File: config.mk
export PLATFORM = sky130hd
export DESIGN_NAME = button_events_flat
export DESIGN_NICKNAME = d
export VERILOG_FILES = /design/src/rtl/button_events_if.sv /design/src/rtl/button_events.sv /design/src/flat_wrapper.sv
export SDC_FILE = /design/constraint.sdc
export NUM_CORES = 1
export LEC_CHECK = 0
export ABC_AREA = 1
export BUFFER_PORTS_ARGS = -buffer_cell sky130_fd_sc_hd__buf_4
export CORE_AREA = 2 2 76 78
export CTS_CLUSTER_DIAMETER = 200
export DETAILED_ROUTE_END_ITERATION = 7
export DIE_AREA = 0 0 78 80
export PLACE_DENSITY = 0.76
export SKIP_LAST_GASP = 1
export SYNTH_ARGS = -nofsm -noshare
export SYNTH_HDL_FRONTEND = slang
export SYNTH_SLANG_ARGS = --single-unit
File: constraint.sdc
create_clock -name clk -period 1.4 [get_ports clk]
set_input_delay 0.14 -clock clk [delete_from_list [all_inputs] [get_ports clk]]
set_output_delay 0.14 -clock clk [all_outputs]
set_load 0.02 [all_outputs]
File: src/rtl/button_events_if.sv
// Two-channel button event bus.
//   en     : setting-mode enable (registered switch level)
//   press1 : channel-1 pressed level, active high
//   press2 : channel-2 pressed level, active high
//   evt1/2 : one-cycle increment events
//   held1/2: debounced-pressed levels
// master = upstream driver / event consumer, slave = button_events.
interface button_events_if;
   logic en;
   logic press1;
   logic press2;
   logic evt1;
   logic evt2;
   logic held1;
   logic held2;

   modport master (
      output en, press1, press2,
      input  evt1, evt2, held1, held2
   );

   modport slave (
      input  en, press1, press2,
      output evt1, evt2, held1, held2
   );
endinterface

File: src/rtl/button_events.sv
// Two-channel debounce, press-event and auto-repeat stage.
// Ports:
//   clk   : system clock, all state updates on posedge
//   rst_n : asynchronous active-low reset
//   bus   : button_events_if.slave (en, press1/2 in; evt1/2, held1/2 out)
// Each channel debounces its pressed level, emits one evt on an accepted
// press, starts auto-repeat after HOLD_CYCLES and repeats every
// REPEAT_CYCLES while held. All outputs come from flops.
module button_events #(
   parameter int unsigned DEBOUNCE_CYCLES = 4,
   parameter int unsigned HOLD_CYCLES     = 10,
   parameter int unsigned REPEAT_CYCLES   = 3,
   parameter int unsigned CNT_W           = 16
) (
   input logic             clk,
   input logic             rst_n,
   button_events_if.slave  bus
);

   localparam logic [2:0] S_IDLE        = 3'd0;
   localparam logic [2:0] S_DEB_PRESS   = 3'd1;
   localparam logic [2:0] S_PRESSED     = 3'd2;
   localparam logic [2:0] S_REPEAT      = 3'd3;
   localparam logic [2:0] S_DEB_RELEASE = 3'd4;

   localparam logic [CNT_W-1:0] DEB_LAST  = CNT_W'(DEBOUNCE_CYCLES - 1);
   localparam logic [CNT_W-1:0] HOLD_LAST = CNT_W'(HOLD_CYCLES - 1);
   localparam logic [CNT_W-1:0] REP_LAST  = CNT_W'(REPEAT_CYCLES - 1);
   localparam logic [CNT_W-1:0] CNT_ONE   = CNT_W'(1);

   logic [1:0]            press;
   logic [1:0][2:0]       state_q, state_d;
   logic [1:0][CNT_W-1:0] cnt_q, cnt_d;
   logic [1:0]            evt_q, evt_d;
   logic [1:0]            held;

   assign press = {bus.press2, bus.press1};

   always_comb begin
      state_d = state_q;
      cnt_d   = cnt_q;
      evt_d   = '0;
      for (int unsigned ch = 0; ch < 2; ch++) begin
         if (!bus.en) begin
            state_d[ch] = S_IDLE;
            cnt_d[ch]   = '0;
         end else begin
            case (state_q[ch])
               S_IDLE: begin
                  if (press[ch]) begin
                     state_d[ch] = S_DEB_PRESS;
                     cnt_d[ch]   = CNT_ONE;
                  end
               end
               S_DEB_PRESS: begin
                  if (!press[ch]) begin
                     state_d[ch] = S_IDLE;
                     cnt_d[ch]   = '0;
                  end else if (cnt_q[ch] == DEB_LAST) begin
                     state_d[ch] = S_PRESSED;
                     cnt_d[ch]   = '0;
                     evt_d[ch]   = 1'b1;
                  end else begin
                     cnt_d[ch] = cnt_q[ch] + CNT_ONE;
                  end
               end
               S_PRESSED: begin
                  if (!press[ch]) begin
                     state_d[ch] = S_DEB_RELEASE;
                     cnt_d[ch]   = CNT_ONE;
                  end else if (cnt_q[ch] == HOLD_LAST) begin
                     state_d[ch] = S_REPEAT;
                     cnt_d[ch]   = '0;
                     evt_d[ch]   = 1'b1;
                  end else begin
                     cnt_d[ch] = cnt_q[ch] + CNT_ONE;
                  end
               end
               S_REPEAT: begin
                  if (!press[ch]) begin
                     state_d[ch] = S_DEB_RELEASE;
                     cnt_d[ch]   = CNT_ONE;
                  end else if (cnt_q[ch] == REP_LAST) begin
                     cnt_d[ch] = '0;
                     evt_d[ch] = 1'b1;
                  end else begin
                     cnt_d[ch] = cnt_q[ch] + CNT_ONE;
                  end
               end
               S_DEB_RELEASE: begin
                  // A bounce back to pressed restarts the hold timer silently.
                  if (press[ch]) begin
                     state_d[ch] = S_PRESSED;
                     cnt_d[ch]   = '0;
                  end else if (cnt_q[ch] == DEB_LAST) begin
                     state_d[ch] = S_IDLE;
                     cnt_d[ch]   = '0;
                  end else begin
                     cnt_d[ch] = cnt_q[ch] + CNT_ONE;
                  end
               end
               default: begin
                  state_d[ch] = S_IDLE;
                  cnt_d[ch]   = '0;
               end
            endcase
         end
      end
   end

   always_ff @(posedge clk or negedge rst_n) begin
      if (!rst_n) begin
         state_q <= '0;
         cnt_q   <= '0;
         evt_q   <= '0;
      end else begin
         state_q <= state_d;
         cnt_q   <= cnt_d;
         evt_q   <= evt_d;
      end
   end

   // held is a decode of registered state, so it has no input path and
   // clears together with the async reset.
   always_comb begin
      held = '0;
      for (int unsigned ch = 0; ch < 2; ch++) begin
         held[ch] = (state_q[ch] == S_PRESSED) ||
                    (state_q[ch] == S_REPEAT)  ||
                    (state_q[ch] == S_DEB_RELEASE);
      end
   end

   assign bus.evt1  = evt_q[0];
   assign bus.evt2  = evt_q[1];
   assign bus.held1 = held[0];
   assign bus.held2 = held[1];

endmodule

File: src/flat_wrapper.sv
// flat-port wrapper written by rule: the top's interface ports become plain ports
module button_events_flat 
#(
   parameter int unsigned DEBOUNCE_CYCLES = 4,
   parameter int unsigned HOLD_CYCLES     = 10,
   parameter int unsigned REPEAT_CYCLES   = 3,
   parameter int unsigned CNT_W           = 16
)
  (clk, rst_n, bus_en, bus_press1, bus_press2, bus_evt1, bus_evt2, bus_held1, bus_held2);
  button_events_if bus_i ();
  input logic clk;
  input logic rst_n;
  input wire logic [$bits(bus_i.en)-1:0] bus_en;
  input wire logic [$bits(bus_i.press1)-1:0] bus_press1;
  input wire logic [$bits(bus_i.press2)-1:0] bus_press2;
  output wire logic [$bits(bus_i.evt1)-1:0] bus_evt1;
  output wire logic [$bits(bus_i.evt2)-1:0] bus_evt2;
  output wire logic [$bits(bus_i.held1)-1:0] bus_held1;
  output wire logic [$bits(bus_i.held2)-1:0] bus_held2;
  assign bus_i.en = bus_en;
  assign bus_i.press1 = bus_press1;
  assign bus_i.press2 = bus_press2;
  assign bus_evt1 = bus_i.evt1;
  assign bus_evt2 = bus_i.evt2;
  assign bus_held1 = bus_i.held1;
  assign bus_held2 = bus_i.held2;
  button_events #(.DEBOUNCE_CYCLES(DEBOUNCE_CYCLES), .HOLD_CYCLES(HOLD_CYCLES), .REPEAT_CYCLES(REPEAT_CYCLES), .CNT_W(CNT_W)) u_core (.clk(clk), .rst_n(rst_n), .bus(bus_i));
endmodule
== After elaboration in Yosys (flattened, before gate mapping) ==
Cells that the tools add are included.
Storage, ports and cells
  word-level logic and storage cells: 95
  flip-flop bits (word level): 40
  input port bits: 5
Operators by class
  mux-type cells: 56
  equal/unequal tests: 24
  $add $sub $neg: 2
  reduce and logical (&&, ||, !) cells: 8
Operators with widths (count)
  two-way mux 16 bit: 18
  one-hot mux 16 bit (5 select lines): 2
  == test 16 x 2 -> 1 bit, second input constant: 4
  two-way mux 3 bit: 18
  adder 16 x 1 -> 16 bit, second input constant: 2
  == test 16 x 4 -> 1 bit, second input constant: 2
  one-hot mux 3 bit (5 select lines): 2
  != test 4 x 3 -> 1 bit, second input constant: 6
  two-way mux 1 bit: 14
  == test 3 x 2 -> 1 bit, second input constant: 4
  != test 3 bit, second input constant: 4
  AND reduction 5 bit: 2
  == test 3 x 1 -> 1 bit, second input constant: 2
  == test 3 bit, second input constant: 2
  logical NOT 3 bit: 2
  one-hot mux 1 bit (3 select lines): 2
  logical OR 1 bit: 4

== Logic depth before layout (Yosys ltp) ==
  word-level depth: 5
  gate-level depth with buffers: 12
  mapped depth without buffers: 11

== Worst setup path after synthesis ==
No wires, ideal clock.
  path type: register -> register
  start point: register u_core.cnt_q[16] (netlist name)
  end point: register u_core.cnt_q[25] (netlist name)
  arrival time: 1.360 ns
  buffers on the path: 1
  cell stages (with the launch flop): 12
  period minus slack after synthesis: 1.486 ns
  slack: -0.086 ns
  cells stage by stage: dfrtp_1 -> ha_1 -> nand2_1 -> nor2_2 -> nand2_4 -> nand2_2 -> nand2_2 -> nand2_2 -> nand2_4 -> nand2_4 -> buf_6 -> a21oi_2
Between the ends
  cells in the longest elaborated chain, start to end: 5
Ends and longest elaborated chain
  from (decl): line button_events.sv:33  | logic [1:0][CNT_W-1:0] cnt_q, cnt_d;
  from (signal assigned): line button_events.sv:118  | cnt_q <= cnt_d;
  adder 16 x 1 -> 16 bit (tied with other cells)
  two-way mux 16 bit, on equally long branches (2 in series)
  one-hot mux 16 bit (5 select lines) (*): line button_events.sv:48  | case (state_q[ch])
  two-way mux 16 bit (*): line button_events.sv:44  | if (!bus.en) begin
Mark *: on every way between the ends. The rest lies on a longest branch, timed or not.
A chain may end at the register's enable or synchronous reset.

== Final worst setup path ==
  start point: register u_core.cnt_q[1] (netlist name)
  end point: register u_core.state_q[1] (netlist name)
Between the ends
  cells in the longest elaborated chain, start to end: 3
Ends and longest elaborated chain
  == test 16 x 4 -> 1 bit or == test 16 x 2 -> 1 bit (tied branches): line button_events.sv:71, button_events.sv:59, button_events.sv:95
  != test 4 x 3 -> 1 bit (no line)
  AND reduction 5 bit (no line) (*)
  to (signal assigned): line button_events.sv:117  | state_q <= state_d;
  to (decl): line button_events.sv:32  | logic [1:0][2:0] state_q, state_d;
Marked as above.

==> impl_metrics.env <==
export IMPL_cellLeakagePower_nw=1.86
export IMPL_crit_fanout=4
export IMPL_hold_slack_ps=213
export IMPL_hold_class="primary input to flip-flop"
export IMPL_numCtsBuffers=5
export IMPL_synth_common_cells="nand2_1 (93), nor2_1 (45), dfrtp_1 (40), inv_1 (33), nand3_1 (31)"
export IMPL_max_slew_worst_pin_slew_ps=530
export IMPL_status="finished, violations left"
export IMPL_ys_async_sr_fraction_pct=100
export IMPL_die_y_um=80
export IMPL_dp_cells=562
export IMPL_skew_ps=8.06
export IMPL_place_congestion=0.891
export IMPL_seqCellArea_um2=1010
export IMPL_maxSlewViolCount=0
export IMPL_crit_required_ps=1590
export IMPL_grt_pass1_wl_um=13400
export IMPL_start_kind="flip-flop"
export IMPL_synth_compound_area_share_pct=14.2
export IMPL_totalWireLength_um=8920
export IMPL_grt_overflow=0
export IMPL_start_util_pct=54.7
export IMPL_rsz0062_at_grt="true"
export IMPL_yosys_area_share_simple_pct=36.2
export IMPL_clock_fmax_mhz=622
export IMPL_drtIter0Drc=181
export IMPL_syn_cell_area_um2=2960
export IMPL_placed_area_um2=3700
export IMPL_period_share_pct=115
export IMPL_synthFlopType="dfrtp_1"
export IMPL_drive_gt1_share_pct=49.0
export IMPL_dp_hpwl_um=5400
export IMPL_multi_input_area_um2=2070
export IMPL_synth_cell_type_count=36
export IMPL_synth_warnings=0
export IMPL_coreArea_um2=5410
export IMPL_violations="negative setup slack"
export IMPL_yosysMostFrequentCell="nand2_1"
export IMPL_synth_xor_area_share_pct=4.74
export IMPL_netlist_area_leader_share_pct=33.8
export IMPL_grt_max_degree=41
export IMPL_cts_sinks=40
export IMPL_slew_headroom_pct=64.7
export IMPL_synth_fa_ha_area_share_pct=2.54
export IMPL_fin_nets=522
export IMPL_arrival_ps=1800
export IMPL_ys_top_cells_by_area="dfrtp_1 (34%), nand2_1 (12%), a21oi_2 (6.5%), nor2_1 (5.7%), nand3_1 (5.2%)"
export IMPL_clk_pin_slew_ps=80
export IMPL_grt_pass1_vias=3074
export IMPL_rows=27
export IMPL_syn_inst=405
export IMPL_finalHoldViolations=0
export IMPL_syn_area_per_cell_um2=7.31
export IMPL_synth_net_count=416
export IMPL_synth_top_family_by_area="simple AND/OR/NAND/NOR gates"
export IMPL_crit_type="flip-flop to flip-flop"
export IMPL_clk_latency_ps=300
export IMPL_ys_seq_elements=40
export IMPL_yosysTopAreaCell="dfrtp_1"
export IMPL_antenna_found_initial=0
export IMPL_maxCapViolCount=0
export IMPL_stdcell_count=584
export IMPL_cts_tree="built"
export IMPL_firstDrtPassIters=4
export IMPL_powerDensity_nw_per_um2=1060
export IMPL_power_total_mw=4.52
export IMPL_synth_area_mux_share_pct=0
export IMPL_ir_worst_vdd_uv=1100
export IMPL_drcViolationCount=0
export IMPL_cts_buffer_depth=2
export IMPL_vias_per_cell=5.46
export IMPL_io_buffers=8
export IMPL_die_area_um2=6240
export IMPL_fillers=344
export IMPL_end_kind="flip-flop"
export IMPL_fin_crit_ps=1610
export IMPL_fin_area_um2=4280
export IMPL_htreeDepth=2
export IMPL_area_growth_syn_to_layout_pct=44.5
export IMPL_yosysSeqAreaShare_pct=33.8
export IMPL_antenna_left=0
export IMPL_final_core_util_pct=79.1
export IMPL_diodes=0
export IMPL_synth_edf_count=0
export IMPL_setup_ws_ps=-208
export IMPL_finalSetupViolCount=42
export IMPL_grtUsageTotal_pct=26.9
export IMPL_ios=9
export IMPL_dieWidth_um=78
export IMPL_vias=3186
export IMPL_drt_wirelength_per_cell_um=15.3
export IMPL_root_buffer="clkbuf_8"
-- path summary, 6_finish.rpt --
path	from	to	slack [ps]	depth (start not counted)
max	u_core.cnt_q[1]$_DFFE_PN0P_	u_core.state_q[1]$_DFFE_PN0P_	-210	10
min	bus_press2	u_core.state_q[5]$_DFFE_PN0P_	210	4
max reg2reg	u_core.cnt_q[1]$_DFFE_PN0P_	u_core.state_q[1]$_DFFE_PN0P_	-210	10
min reg2reg	u_core.cnt_q[16]$_DFFE_PN0P_	u_core.cnt_q[16]$_DFFE_PN0P_	550	2
max in group asynchronous	rst_n	u_core.cnt_q[18]$_DFFE_PN0P_	650	2
min in group asynchronous	rst_n	u_core.evt_q[1]$_DFF_PN0_	360	2
-- layer usage --
| layer | GRT usage [%] | wire length (µm) | vias to the layer above |
|---|---|---|---|
| met5 | 0 | 0 | - |
| met3 | 3.73 | 267 | 33 |
| met4 | 11.6 | 340 | 0 |
| li1 | - | - | 1533 |
| met1 | 30.8 | 3620 | 1532 |
| met2 | 49.9 | 4700 | 88 |
-- cell type report --
cell class                 count  share of cell area [%]
multi-input combinational    310                    48.4
tap                           72                    2.11
sequential                    40                    23.6
clock buffer                   6                    1.93
timing repair buffer         106                    19.5
inverter                      48                    4.33
clock inverter                 2                   0.234
-- worst max-delay path, stage by stage (launching register included) --
cell and delay [ps]:
dfrtp_2 450, inv_2 80, ha_2 190, nand3_2 100
nor2_4 100, nand2_2 70, nand2_2 90, buf_4 110
buf_4 90, a21oi_1 60, o21bai_1 150
-- timing repair --
action                                  CTS  global route
endpoints found under the hold margin    40             0
hold buffers                              1             0
gates resized for setup                  54            47
cloned                                    1             0
setup buffers                             8             4
endpoints found under the setup margin   41            42
pin swaps                                21            23
-- registers in the layout, summed over array words and instances (netlist names) --
name,count
u_core.cnt_q,32
u_core.state_q,6
u_core.evt_q,2
-- per-stage QoR --
stage               TNS (ps)  setup slack (ps)
global route           -9270              -300
global placement       -3860              -142
floorplan               -783             -69.1
finish                 -5940              -208
CTS                    -3810              -123
detailed placement     -5670              -199
-- cells in the final DEF, fill, tap and decap left out, types with 2 or more instances in the layout --
cell type,netlist,routed
a21oi_1,13,8
a21oi_2,22,27
buf_4,0,96
buf_6,5,9
clkbuf_8,0,6
clkinv_2,0,2
dfrtp_1,40,34
dfrtp_2,0,6
ha_2,0,3
ha_4,0,2
inv_1,33,29
inv_2,15,17
inv_4,0,2
nand2_1,93,77
nand2_2,7,20
nand2_4,3,5
nand2_8,1,2
nand3_1,31,22
nand3_2,1,6
nand3_4,1,6
nand4_1,8,8
nor2_1,45,30
nor2_2,18,18
nor2_4,0,15
nor3_1,8,5
nor3_2,1,4
nor4_1,2,2
o21ai_0,6,5
o21ai_1,12,13
o21bai_1,3,3
o22ai_1,3,2
xnor2_1,5,5
xor2_1,11,11
-- report_power, final --
| part | leakage (nW) | internal, mW | switching [mW] |
|---|---|---|---|
| combinational | 1.27 | 0.972 | 1.33 |
| clock | 0.0510 | 0.394 | 0.423 |
| sequential | 0.544 | 1.26 | 0.146 |
| total | 1.86 | 2.62 | 1.90 |
-- logic make-up (layout without fill, tap and decap cells) --
logic type	Yosys count	after routing
DFF	40	40
adders and majority gates	6	6
buffers and inverters	56	162
xor gates and xnor gates	16	16
AOI/OAI and AO/OA	63	63
and+or+nand+nor	224	225
(Power assumes the default switching activity.)
